`src/rtl/data_selector_4cell.sv`:
```
// -----------------------------------------------------------------------------
// data_selector_4cell
//
// Purpose:
//   Four-entry scratch store with a single registered output and a
//   direct-data bypass. Each clock edge carries one command, selected by the
//   pair {read_sig_i, write_sig_i}:
//     00 idle   : cells and data_o hold
//     10 store  : cell[adr_i] <= data_i, data_o holds
//     01 fetch  : data_o <= cell[adr_i] (the value before this edge)
//     11 direct : data_o <= data_i, cells hold
//
// Optional feature (macro DS_DIRECT_WRITE_EN):
//   When defined, the direct command also writes data_i into cell[adr_i]
//   on the same edge (write-through). When undefined, direct leaves the
//   cells untouched.
//
// Ports:
//   clk_i        in   1       rising-edge clock
//   rst_ni       in   1       asynchronous active-low reset
//   data_i       in   DATA_W  store data or direct-data byte
//   adr_i        in   2       cell select (0..3 -> cell_1..cell_4)
//   read_sig_i   in   1       store strobe
//   write_sig_i  in   1       fetch strobe
//   data_o       out  DATA_W  registered output
// -----------------------------------------------------------------------------
module data_selector_4cell #(
    parameter int DATA_W = 8
) (
    input  logic              clk_i,
    input  logic              rst_ni,
    input  logic [DATA_W-1:0] data_i,
    input  logic [1:0]        adr_i,
    input  logic              read_sig_i,
    input  logic              write_sig_i,
    output logic [DATA_W-1:0] data_o
);

    // Cell storage; names are fixed because benches probe them directly.
    logic [DATA_W-1:0] cell_1;
    logic [DATA_W-1:0] cell_2;
    logic [DATA_W-1:0] cell_3;
    logic [DATA_W-1:0] cell_4;

    logic [DATA_W-1:0] r_data;

    logic              w_store;
    logic              w_fetch;
    logic              w_direct;
    logic              w_cell_we;
    logic [DATA_W-1:0] w_cell_rd;

    assign w_store  =  read_sig_i & ~write_sig_i;
    assign w_fetch  = ~read_sig_i &  write_sig_i;
    assign w_direct =  read_sig_i &  write_sig_i;

`ifdef DS_DIRECT_WRITE_EN
    // Direct mode writes through to the addressed cell as well.
    assign w_cell_we = w_store | w_direct;
`else
    assign w_cell_we = w_store;
`endif

    // Read mux sees the cells as they were before the edge, so a fetch on
    // the edge after a store returns the new value but there is no
    // same-edge forwarding.
    always_comb begin
        w_cell_rd = cell_1;
        case (adr_i)
            2'd0:    w_cell_rd = cell_1;
            2'd1:    w_cell_rd = cell_2;
            2'd2:    w_cell_rd = cell_3;
            default: w_cell_rd = cell_4;
        endcase
    end

    always_ff @(posedge clk_i or negedge rst_ni) begin
        if (!rst_ni) begin
            cell_1 <= '0;
            cell_2 <= '0;
            cell_3 <= '0;
            cell_4 <= '0;
        end else if (w_cell_we) begin
            case (adr_i)
                2'd0:    cell_1 <= data_i;
                2'd1:    cell_2 <= data_i;
                2'd2:    cell_3 <= data_i;
                default: cell_4 <= data_i;
            endcase
        end
    end

    always_ff @(posedge clk_i or negedge rst_ni) begin
        if (!rst_ni) begin
            r_data <= '0;
        end else if (w_fetch) begin
            r_data <= w_cell_rd;
        end else if (w_direct) begin
            r_data <= data_i;
        end
    end

    assign data_o = r_data;

endmodule

```
`config.mk`:
```
export PLATFORM = sky130hd
export DESIGN_NAME = data_selector_4cell
export DESIGN_NICKNAME = d
export VERILOG_FILES = /design/src/rtl/data_selector_4cell.sv
export SDC_FILE = /design/constraint.sdc
export NUM_CORES = 1
export LEC_CHECK = 0
export BUFFER_PORTS_ARGS = -buffer_cell sky130_fd_sc_hd__buf_2
export CORE_MARGIN = 2
export CORE_UTILIZATION = 50
export CTS_CLUSTER_DIAMETER = 120
export CTS_CLUSTER_SIZE = 20
export DETAILED_ROUTE_END_ITERATION = 12
export GPL_ROUTABILITY_DRIVEN = 0
export PLACE_DENSITY = 0.77
export SYNTH_ARGS = -nofsm -noshare
export SYNTH_HDL_FRONTEND = slang
export SYNTH_SLANG_ARGS = --single-unit
export TNS_END_PERCENT = 5
```
`constraint.sdc`:
```
create_clock -name clk_i -period 3.9 [get_ports clk_i]
set_clock_uncertainty 0.1 [all_clocks]
set_input_delay 0.585 -clock clk_i [delete_from_list [all_inputs] [get_ports clk_i]]
set_output_delay 0.585 -clock clk_i [all_outputs]
set_load 0.02 [all_outputs]
```
==> reports/metrics.cfg <==
[logic_synthesis]
yosysTopAreaCellShare_pct=54.3
synthSimpleGateAreaFrac_pct=9.65
synthAdderAreaFrac_pct=0
syn_area_um2=1840
synth_top_family_by_area=multiplexers
synth_cell_types=15
synth_top_cell_by_area=dfrtp_1
synth_fp_nets=131
synth-compound-area-share_pct=3.80
synthCells=117
synth_area_leaders=dfrtp_1 (54%), mux2_2 (20%), mux4_2 (7.3%), a211o_1 (3.8%), mux4_1 (2.9%)
synth-xor-area-share_pct=0
seq_area_frac_synth_pct=54.3
syn_avg_cell_area_um2=15.7
synthMuxAreaShare_pct=29.8
ys_ff_latch=40
yosys_warnings=0

[global_route]
antenna_found_initial=0
grt.total_usage_pct=18.4
grt-ovfl-total=0
grt_pass1_vias=1164
grt_first_pass_wirelength_um=5730
grt_max_degree=41

[cells_and_area]
layout.cells.most_common=dfrtp_1
drive_above_1_share_pct=50.0
utilization_pct=56.9
final_cell_mix=dfrtp_1 (40), mux2_2 (32), buf_2 (21), and3_1 (8), a211o_1 (8)
n_fill_cell=298
syn_to_final_growth_pct=11.4
final_nets=151
antenna-diode-count=0

[clocking]
clock-sinks=40
cts_setup_buffers=0
clockBufferDepth=2
cts_root_buf=clkbuf_8
path_clk_slew_ps=70
holdBufCountCts=0
ctsResizeCount=0
clkLatencyLatePin_ps=280
htreeDepth=2
numCtsBuffers=5
cts_tree=done

[worst_setup_path]
crit_fanout=21
required_ps=3970
end_kind=flop
arrival_ps=1820
reg2reg_slack_ps=2510
path_class=in -> reg
cp-start-kind=input port

[route]
ant_nets=0
drtIter0Drc=58
post-route-drc-count=0
viasPerCell=5.75
avgRoutedWirePerCell_um=17.7
via_count=1070
drt-total-wl_um=3290
dr.pass1.iters=4

[die]
coreArea_um2=3610
initial_core_util_pct=51.1
std_cell_rows=22
ios=22
die_w_um=64.7
dieArea_um2=4180
fp.dieH_um=64.7

[placed_design]
port_buffers=21

[min_path]
min_path_type=in -> async

[timing]
drv_slew=0
fmax_mhz=572
timing.final.crit_share_pct=44.9
rsz0062_at_grt=false
tns_ps=0
hold_ws_ps=307
slew-limit-headroom_pct=43.1
worst_pin_slew_ps=854
min_period_ps=1750
finalHoldViolCount=0
setup-violations-final=0

[power]
ir_worst_vdd_mv=0.273
power_mw=1.02
p_leak_nw=0.976
powerDensity_nw_per_um2=495

[run]
maxCapViolations=0

[outcome]
status=completed

==> registers in the layout (all words and copies together) (netlist names) <==
register	flops
data_o	8
cell_2	8
cell_1	8
cell_4	8
cell_3	8
==> where the power goes <==
group	switching [mW]	internal [mW]	total [mW]
registers	0.0422	0.501	0.544
clock network	0.127	0.144	0.271
logic	0.0818	0.119	0.201
total	0.251	0.764	1.02
==> through the flow <==
step                      cells  cell area (µm²)  setup slack, ps
after CTS                   186             2050             2160
after global placement      178             1960             1860
after floorplan             117             1840             2100
after global routing        186             2050             2080
final                       186             2050             2150
after detailed placement    178             1960             1850
==> cell type report <==
type                            instances  area [µm²]  share of cell area (%)
Clock buffer                            8        90.1                    4.39
Timing Repair Buffer                   21         105                    5.12
Multi-Input combinational cell         69         796                    38.8
Sequential cell                        40        1000                    48.8
Tap cell                               48        60.1                    2.93
==> routing by layer <==
layer  track usage (%)  share of wire, %  vias to the layer above
met3              3.13               4.6                        5
met4              7.18               1.4                        0
met5                 0                 0                        -
met1              23.8                43                      554
li1                  -                 -                      483
met2              31.3                51                       28
==> cells in the mapped netlist <==
library cell and instances:
dfrtp_1 40, mux2_2 32, a211o_1 8, and3_1 8, and2b_1 6, mux4_2 6, buf_2 3, clkbuf_1 3
nor2b_1 3, and4bb_2 2, mux4_1 2, buf_4 1, buf_6 1, nand4b_2 1, nor4b_4 1
==> critical path, stage by stage <==
cell and delay, ps:
buf_2 220, nor4b_4 610, mux2_2 400
==> cells by family after synthesis <==
kind of cell | Yosys count
AOI/OAI and AO/OA | 8
and+or+nand+nor | 21
DFF | 40
buffers and inverters | 8
muxes | 40
==> final timing paths <==
path / from / to / cells past startpoint
worst min-delay path: rst_ni / data_o[1]$_DFFE_PN0P_ / 1
max in group asynchronous: rst_ni / cell_1[0]$_DFFE_PN0P_ / 1
worst max-delay path: write_sig_i / cell_1[0]$_DFFE_PN0P_ / 3
min in group clk_i: cell_2[6]$_DFFE_PN0P_ / cell_2[6]$_DFFE_PN0P_ / 1
worst max register to register: cell_3[7]$_DFFE_PN0P_ / data_o[7]$_DFFE_PN0P_ / 2
worst min register to register: cell_2[6]$_DFFE_PN0P_ / cell_2[6]$_DFFE_PN0P_ / 1
Note: power is estimated with default switching activity, not from simulation.
